--- config.mk ---
export PLATFORM = sky130hd
export DESIGN_NAME = branch_predictor
export DESIGN_NICKNAME = d
export VERILOG_FILES = /design/src/rtl/branch_predictor.sv
export SDC_FILE = /design/constraint.sdc
export NUM_CORES = 2
export LEC_CHECK = 0
export ABC_AREA = 1
export CORE_ASPECT_RATIO = 1.25
export CORE_MARGIN = 2
export CORE_UTILIZATION = 45
export DETAILED_ROUTE_END_ITERATION = 8
export PLACE_DENSITY_LB_ADDON = 0.12
export SLEW_MARGIN = 20
export SYNTH_ARGS = -nofsm -noshare
export SYNTH_HDL_FRONTEND = slang
export SYNTH_SLANG_ARGS = --single-unit
--- constraint.sdc ---
create_clock -name clk -period 7.1 [get_ports clk]
set_input_delay 1.775 -clock clk [delete_from_list [all_inputs] [get_ports clk]]
set_output_delay 1.775 -clock clk [all_outputs]
set_load 0.02 [all_outputs]
--- src/rtl/branch_predictor.sv ---
// Fetch-stage branch classifier with 2-bit counter direction predictor and tagged BTB.
// Latency: lookup is combinational (0 cycles); training and statistics commit on the next clk edge.
// Backpressure: none; every fetch lookup and every ex_update strobe is consumed in its own cycle.
module branch_predictor #(
  parameter int         WIDTH_DATA_LENGTH = 32,
  parameter int         INDEX_BITS        = 6,
  parameter int         TAG_BITS          = 8,
  parameter logic [1:0] CNT_INIT          = 2'b01,
  parameter int         STAT_WIDTH        = 32
) (
  input  logic                         clk,
  input  logic                         rst,
  input  logic [WIDTH_DATA_LENGTH-1:0] if_pc,
  input  logic [WIDTH_DATA_LENGTH-1:0] if_inst,
  output logic                         br_detected,
  output logic [1:0]                   br_type,
  output logic                         pred_taken,
  output logic [WIDTH_DATA_LENGTH-1:0] pred_target,
  input  logic                         ex_update,
  input  logic [WIDTH_DATA_LENGTH-1:0] ex_pc,
  input  logic [1:0]                   ex_type,
  input  logic                         ex_taken,
  input  logic [WIDTH_DATA_LENGTH-1:0] ex_target,
  input  logic                         ex_mispredict,
  output logic [STAT_WIDTH-1:0]        stat_branches,
  output logic [STAT_WIDTH-1:0]        stat_mispredicts
);

  localparam int W       = WIDTH_DATA_LENGTH;
  localparam int ENTRIES = 1 << INDEX_BITS;
  localparam int TAG_LO  = INDEX_BITS + 2;
  localparam int TAG_HI  = INDEX_BITS + TAG_BITS + 1;

  localparam logic [4:0] OP_BRANCH = 5'b11000;
  localparam logic [4:0] OP_JAL    = 5'b11011;
  localparam logic [4:0] OP_JALR   = 5'b11001;

  localparam logic [1:0] T_NONE = 2'b00;
  localparam logic [1:0] T_COND = 2'b01;
  localparam logic [1:0] T_JAL  = 2'b10;
  localparam logic [1:0] T_JALR = 2'b11;

  typedef struct packed {
    logic                valid;
    logic [TAG_BITS-1:0] tag;
    logic [W-1:0]        target;
    logic [1:0]          cnt;
  } entry_t;

  entry_t table_q [ENTRIES];

  logic [INDEX_BITS-1:0] if_idx;
  logic [TAG_BITS-1:0]   if_tag;
  logic [INDEX_BITS-1:0] ex_idx;
  logic [TAG_BITS-1:0]   ex_tag;
  entry_t                if_entry;
  logic                  if_hit;
  logic [W-1:0]          pc_plus4;
  logic [W-1:0]          jal_imm;
  logic [1:0]            ex_cnt;
  logic [1:0]            ex_cnt_next;

  assign if_idx   = if_pc[INDEX_BITS+1:2];
  assign if_tag   = if_pc[TAG_HI:TAG_LO];
  assign ex_idx   = ex_pc[INDEX_BITS+1:2];
  assign ex_tag   = ex_pc[TAG_HI:TAG_LO];
  assign if_entry = table_q[if_idx];
  assign if_hit   = if_entry.valid && (if_entry.tag == if_tag);
  assign pc_plus4 = if_pc + W'(4);
  assign jal_imm  = {{(W-21){if_inst[31]}}, if_inst[31], if_inst[19:12],
                     if_inst[20], if_inst[30:21], 1'b0};
  assign ex_cnt   = table_q[ex_idx].cnt;

  // Low PC bits, PC bits above the tag and non-opcode instruction fields are not used for lookup.
  logic unused_bits;
  assign unused_bits = ^{if_pc[1:0], if_pc[W-1:TAG_HI+1], ex_pc[1:0], ex_pc[W-1:TAG_HI+1],
                         if_inst[11:7], if_inst[1:0]};

  // Classify the fetched opcode and form the direction/target prediction.
  always_comb begin
    br_type     = T_NONE;
    pred_taken  = 1'b0;
    pred_target = pc_plus4;
    unique case (if_inst[6:2])
      OP_BRANCH: begin
        br_type = T_COND;
        if (if_hit && if_entry.cnt[1]) begin
          pred_taken  = 1'b1;
          pred_target = if_entry.target;
        end
      end
      OP_JAL: begin
        br_type     = T_JAL;
        pred_taken  = 1'b1;
        pred_target = if_pc + jal_imm;
      end
      OP_JALR: begin
        br_type = T_JALR;
        if (if_hit) begin
          pred_taken  = 1'b1;
          pred_target = if_entry.target;
        end
      end
      default: ;
    endcase
    br_detected = (br_type != T_NONE);
  end

  // Saturating counter step for the entry selected by the resolved PC.
  always_comb begin
    ex_cnt_next = ex_cnt;
    if (ex_taken) begin
      if (ex_cnt != 2'b11) ex_cnt_next = ex_cnt + 2'b01;
    end else begin
      if (ex_cnt != 2'b00) ex_cnt_next = ex_cnt - 2'b01;
    end
  end

  // Train the table; a write on a tag mismatch replaces the entry but keeps its counter.
  always_ff @(posedge clk) begin
    if (rst) begin
      for (int i = 0; i < ENTRIES; i++) begin
        table_q[i].valid  <= 1'b0;
        table_q[i].tag    <= '0;
        table_q[i].target <= '0;
        table_q[i].cnt    <= CNT_INIT;
      end
    end else if (ex_update) begin
      case (ex_type)
        T_COND: begin
          table_q[ex_idx].cnt <= ex_cnt_next;
          if (ex_taken) begin
            table_q[ex_idx].valid  <= 1'b1;
            table_q[ex_idx].tag    <= ex_tag;
            table_q[ex_idx].target <= ex_target;
          end
        end
        T_JALR: begin
          table_q[ex_idx].valid  <= 1'b1;
          table_q[ex_idx].tag    <= ex_tag;
          table_q[ex_idx].target <= ex_target;
        end
        default: ;
      endcase
    end
  end

  // Saturating resolved-branch and misprediction counters; non-branch updates are not counted.
  always_ff @(posedge clk) begin
    if (rst) begin
      stat_branches    <= '0;
      stat_mispredicts <= '0;
    end else if (ex_update && (ex_type != T_NONE)) begin
      if (stat_branches != '1) stat_branches <= stat_branches + 1'b1;
      if (ex_mispredict && (stat_mispredicts != '1)) stat_mispredicts <= stat_mispredicts + 1'b1;
    end
  end

endmodule

==> Yosys cells after proc, flatten, opt, wreduce, memory -nomap -nowiden <==
Memory sizes are Yosys's and may differ from the RTL's.
Index checks and enable logic that the tools add are counted.
{ "op_classes": {"n_addsub": 6, "n_eq_ne": 9, "muxes": 31, "n_bitwise": 3, "n_reduce_logical": 10} }
{ "op_table": {"columns": ["cell", "n"], "rows": [
  ["$mux W32", 3],
  ["$pmux W32 S3", 1],
  ["$add A32 B1 Y32 const B", 2],
  ["$ne A32 B32 Y1 const B", 2],
  ["$mux W43", 1],
  ["$reduce_or A43 Y1", 1],
  ["$add A32 B3 Y32 const B", 1],
  ["$add A32 B32 Y32", 1],
  ["$mux W1", 18],
  ["$eq A5 B5 Y1 const B", 3],
  ["$eq A8 B8 Y1", 1],
  ["$mux W8", 1],
  ["$mux W2", 3],
  ["$mux W6", 1],
  ["$pmux W2 S3", 1],
  ["$reduce_bool A2 Y1", 3],
  ["$logic_and A1 B1 Y1", 4],
  ["$mux W4", 1],
  ["$reduce_and A2 Y1", 2],
  ["$or A1 B1 Y1", 3],
  ["$pmux W1 S3", 1],
  ["$add A2 B1 Y2 const B", 1],
  ["$eq A2 B1 Y1 const B", 1],
  ["$eq A2 B2 Y1 const B", 1],
  ["other kinds (2)", 2]
]} }
{ "totals": {"regBits": 64, "ramBits": 2752, "inputBits": 135, "out_inout_bits": 100, "elab_cells": 62, "mem_count": 1} }
{ "memory_table": {"columns": ["memory", "words", "word_bits", "read_ports", "rd_ports_with_merged_regs", "write_ports", "line", "text"], "rows": [
  ["table_q", 64, 43, 2, 0, 64, "50", "entry_t table_q [ENTRIES];"]
]} }

==> Longest topological paths before layout <==
{ "logic_depth": {"word_depth": 8, "mapped_depth": 25, "ltp_nobuf": 23} }

==> Worst setup path after synthesis <==
OpenSTA, ideal clock, no wires.
{ "synth_path": {"path_type": "input -> output", "start": "input port if_pc[3]", "end": "output port pred_target[15]", "arrival_ns": 3.914, "required_ns": 5.325, "path_slack_ns": 1.411, "stages": 16, "path_buffers": 6, "cell_sequence": "inv_1 > buf_2 > buf_4 > buf_4 > buf_2 > buf_2 > clkbuf_1 > a21oi_1 > a32o_1 > a21oi_1 > o211ai_1 > nand2_1 > a21oi_1 > a221oi_1 > nand2_1 > nand3_1"} }
{ "synth_between": {"elab_chain_cells": 6, "elab_cells_between_ends": 9, "cone_classes": "add/sub (2); eq/ne (1); mux (3); reduce/logical (2); memory (1)"} }
{ "synth_lines": {"columns": ["element", "line", "text"], "rows": [
  ["start: declaration", "13", "input logic [WIDTH_DATA_LENGTH-1:0] if_pc,"],
  ["$mem_v2 Z64 W43", null, null],
  ["$eq A8 B8 Y1", "68", "assign if_hit = if_entry.valid && (if_entry.tag == if_tag);"],
  ["$logic_and A1 B1 Y1", "68", null],
  ["$logic_and A1 B1 Y1", "87", "if (if_hit && if_entry.cnt[1]) begin"],
  ["$mux W32", "87", null],
  ["$pmux W32 S3 (*)", "84", "unique case (if_inst[6:2])"],
  ["end: declaration", "18", "output logic [WIDTH_DATA_LENGTH-1:0] pred_target,"]
]} }
Mark *: on every way between the ends. The rest lies on a longest branch, timed or not.

==> Worst setup path after layout <==
{ "layout_path": {"start": "input port if_pc[2]", "end": "output port pred_target[10]"} }
The elaborated chain is that of the path after synthesis.

==> metrics.md <==
| Metric | Value |
|---|---|
| Clock buffer depth | `4` |
| Area grow syn2layout | `15.3%` |
| Number of port buffers | `209` |
| Post-DRT Antenna Nets | `0` |
| Nets | `13600` |
| Syn Std Cell Area | `0.130 mm^2` |
| Pleak | `approximately 0.057 uW` |
| CTS tree | `done` |
| Largest net degree at the start of global routing | `81` |
| Sequential share of power | `50.3%` |
| First-pass GRT wire length | `682000 um` |
| First-pass detailed-route iteration total | `7` |
| P per Cell Area | `255 mW/mm^2` |
| Final period util | `99.4%` |
| Post-route insts no fill | `17400` |
| Number of flops mapped to enable cells by yosys | `between 2000 and 3000` |
| Max-slew headroom | `18.7%` |
| Synth Instances | `13200` |
| Final setup fails | `0` |
| Critical Path Sink | `pred_target[10]` |
| Critical Path RT | `5.33 ns` |
| Min Clock Period, post-route | `7.06 ns` |
| Final Hold Viols | `0` |
| Wirelength per Cell | `27.3 um` |
| Unrepaired setup endpoints after global routing | `no` |
| DRC errors left | `0` |
| H-Tree Depth | `5` |
| Startpoint types | `input pin` |
| Io pins | `approximately 240` |
| Outcome | `complete, no violations` |
| Placed cells | `approximately 17000` |
| Initial Util | `45.2%` |
| Hold WC Path Type | `flop to flop` |
| Max Clock Freq | `roughly 140 MHz` |
| Total track usage | `between 30% and 40%` |
| Crit-path max FO | `20` |
| Core area | `0.287 mm^2` |
| Vias per inst | `5.97` |
| Multi-input gate area | `0.0403 mm^2` |
| Ys async rst share | `0%` |
| Number of library cell types mapped by synthesis | `60` |
| CTS clk-pin slew, worst paths | `approximately 0.060 ns` |
| Starting DRC count in detailed routing | `13500` |
| Cell Int Power | `28500 uW` |
| Clock skew | `0.0213 ns` |
| Die height | `605 um` |
| Capturing point of the worst reg2reg path | `stat_branches[30]$_SDFFE_PP0P_` |
| GP Congestion | `0.882` |
| Worst vdd ir | `slightly below 0.2 mV` |
| Synth warn | `0` |
| Reg2Reg Setup Slack | `slightly below 4 ns` |
| RR Startpoint | `stat_branches[0]$_SDFFE_PP0P_` |
| Syn avg cell area | `9.83 um^2` |
| Die X | `between 400 and 500 um` |
| Grt total ovfl | `0` |
| Root Driver | `clkbuf_16` |
| Final core occ | `52.2%` |
| Primary FF master, synth | `edfxtp_1` |
| Endpoint class of the critical path | `output pin` |
| Vias in the first global route | `100000` |
| Yosys reg bits | `2816` |
| Seq/Total Area, Yosys | `64.1%` |
| Combinational cell fraction of total power | `roughly a tenth` |
| Area taken by flip-flops and latches | `0.0833 mm^2` |
| FF-to-FF path depth | `15` |
| Crit path from | `if_pc[2]` |
| Switching pwr | `9680 uW` |
| Max-slew violation count | `0` |
| Die Area | `0.293 mm^2` |
| WS Path Type | `input pin to output pin` |
| # fillers | `25600` |
| WL final | `between 400000 and 500000 um` |
| Num rows | `220` |
| WP data arrival | `5.28 ns` |
| Post-Syn Nets | `between 10000 and 15000` |
| Sink Count | `2816` |
| Switching part of the total | `about a quarter` |
| Setup_tns | `0 ns` |
| Clock buffers created by TritonCTS | `around 300` |
| Initial antenna violation count | `20` |
| Worst-margin pin slew | `approximately 1.2 ns` |
| Hpwl dp | `290000 um` |
| Clock share of power | `between 30 and 40%` |
| Share of post-route cells with drive strength above 1 | `11.5%` |
| Maxcap violations | `0` |
| Vias | `104000` |
| Clk_lat worst skew | `0.88 ns` |
==> cell type report <==
| cell class | count | share of cell area, % |
|---|---|---|
| Sequential cell | 2816 | 55.6 |
| Multi-Input combinational cell | 8721 | 26.9 |
| Timing Repair Buffer | 1084 | 6.98 |
| Clock buffer | 398 | 5.41 |
| Tap cell | 3774 | 3.15 |
| Inverter | 514 | 1.33 |
| Clock inverter | 123 | 0.570 |
| Antenna cell | 5 | 0.00836 |
==> layer usage <==
metal  vias to the layer above  wire (um)  track usage [%]
met5                         -         70                0
met4                        10      25300             14.8
li1                      45700          -                -
met1                     51700     184000             41.9
met3                      1021      50200             5.98
met2                      5762     217000             50.1
==> worst max-delay path, cell delays in order <==
cell	delay, ns
buf_12	0.19
inv_8	0.06
buf_16	0.19
buf_6	0.19
buf_16	0.17
buf_4	0.18
a21oi_1	0.13
a22oi_1	0.12
a221oi_1	0.50
o21ai_0	0.28
buf_4	0.23
a21oi_1	0.25
buf_12	0.18
nor2_1	0.06
buf_4	0.14
nand2_1	0.06
nand3_1	0.15
clkdlybuf4s15_1	0.33
==> Yosys cell counts, drive strengths merged, types with 2 or more instances <==
library cell	n	area, um^2
a31oi	21	131
nor2	3092	11600
xor2	31	272
edfxtp	2688	80700
o31ai	9	67.6
a22o	8	70.1
o311ai	82	718
xnor2	10	87.6
a211oi	11	82.6
and3	2	12.5
o221ai	54	473
a21o	3	22.5
nor4	17	106
nand4	61	403
nand3	483	2420
o2111ai	29	254
o21a	12	90.1
buf	403	2130
o22ai	18	113
o211ai	106	796
clkbuf	755	2830
a221oi	34	298
dfxtp	128	2560
nor3	124	642
nand3b	16	120
or2	59	369
o2bb2ai	5	43.8
a221o	6	60.1
a21oi	1037	5190
a21boi	12	90.1
nand2	2643	9930
clkinv	4	15.0
a22oi	306	2300
nor3b	5	37.5
a32oi	20	175
a32o	68	681
o21ai	298	1490
inv	510	1910
ha	33	413
==> how the worst min path moves through the flow <==
stage / slack, ns / startpoint / to / cells past startpoint
2_1_floorplan: 0.43 / table_q[25][42]$_SDFFE_PP1P_ / table_q[25][42]$_SDFFE_PP1P_ / 2
3_3_place_gp: 0.44 / table_q[25][42]$_SDFFE_PP1P_ / table_q[25][42]$_SDFFE_PP1P_ / 2
3_5_place_dp: 0.44 / table_q[17][42]$_SDFFE_PP1P_ / table_q[17][42]$_SDFFE_PP1P_ / 2
4_1_cts: 0.45 / table_q[9][42]$_SDFFE_PP1P_ / table_q[9][42]$_SDFFE_PP1P_ / 2
5_1_grt: 0.47 / table_q[37][42]$_SDFFE_PP1P_ / table_q[37][42]$_SDFFE_PP1P_ / 2
6_report: 0.45 / table_q[29][42]$_SDFFE_PP1P_ / table_q[29][42]$_SDFFE_PP1P_ / 2
==> cells in the final DEF, fill, tap and decap left out, drive strengths merged, types with 9 or more instances in the layout <==
| cell | Yosys | routed |
|---|---|---|
| a211oi | 11 | 11 |
| a21boi | 12 | 12 |
| a21oi | 1037 | 1037 |
| a221oi | 34 | 34 |
| a22oi | 306 | 306 |
| a31oi | 21 | 21 |
| a32o | 68 | 68 |
| a32oi | 20 | 20 |
| buf | 403 | 875 |
| bufinv | 0 | 9 |
| clkbuf | 755 | 414 |
| clkdlybuf4s15 | 0 | 9 |
| clkdlybuf4s50 | 0 | 170 |
| clkinv | 4 | 124 |
| dfxtp | 128 | 128 |
| dlygate4sd2 | 0 | 13 |
| edfxtp | 2688 | 2688 |
| ha | 33 | 33 |
| inv | 510 | 500 |
| nand2 | 2643 | 2643 |
| nand3 | 483 | 483 |
| nand3b | 16 | 16 |
| nand4 | 61 | 61 |
| nor2 | 3092 | 3092 |
| nor3 | 124 | 124 |
| nor4 | 17 | 17 |
| o2111ai | 29 | 29 |
| o211ai | 106 | 106 |
| o21a | 12 | 12 |
| o21ai | 298 | 298 |
| o221ai | 54 | 54 |
| o22ai | 18 | 18 |
| o311ai | 82 | 82 |
| o31ai | 9 | 9 |
| or2 | 59 | 59 |
| xnor2 | 10 | 10 |
| xor2 | 31 | 31 |
==> cell families after synthesis <==
logic type	share of synthesized area, %
AND/OR/NAND/NOR	19.8
flip-flops	64.1
AO/OA/AOI/OAI	10.2
buffers and inverters	5.31
XOR/XNOR	0.277
adder cells (fa/ha/maj)	0.333
==> per-stage QoR <==
step / worst slack (ns) / hold WS [ns] / power, uW / area [um^2]
6_report: 0.0419 / 0.453 / 38100 / 150000
5_1_grt: 0.00721 / 0.471 / 39200 / 150000
4_1_cts: 0.0330 / 0.453 / 38200 / 149000
3_5_place_dp: -0.415 / 0.440 / 23400 / 140000
3_3_place_gp: -0.396 / 0.438 / 23400 / 140000
2_1_floorplan: 1.41 / 0.427 / 21400 / 130000
==> state kept, by name, indices dropped and copies added (netlist names) <==
name and count:
table_q 2752, stat_branches 32, stat_mispredicts 32
==> power groups by stage <==
stage | Clock (uW) | Combinational, uW | Sequential (uW)
3_3_place_gp | 0 | 3880 | 19500
3_5_place_dp | 0 | 3910 | 19500
5_1_grt | 15700 | 4240 | 19200
4_1_cts | 15100 | 3920 | 19200
6_report | 14900 | 4030 | 19200
2_1_floorplan | 0 | 1980 | 19500
==> timing repair <==
item / CTS / global route
gates resized for setup: 45 / 74
hold buffers: 0 / 0
hold endpoints to repair: 0 / 0
pin swaps: 1 / 3
endpoints found under the setup margin: 33 / 33
setup buffers: 3 / 6
cloned: 1 / 5
Power figures use the tool's default switching activity.
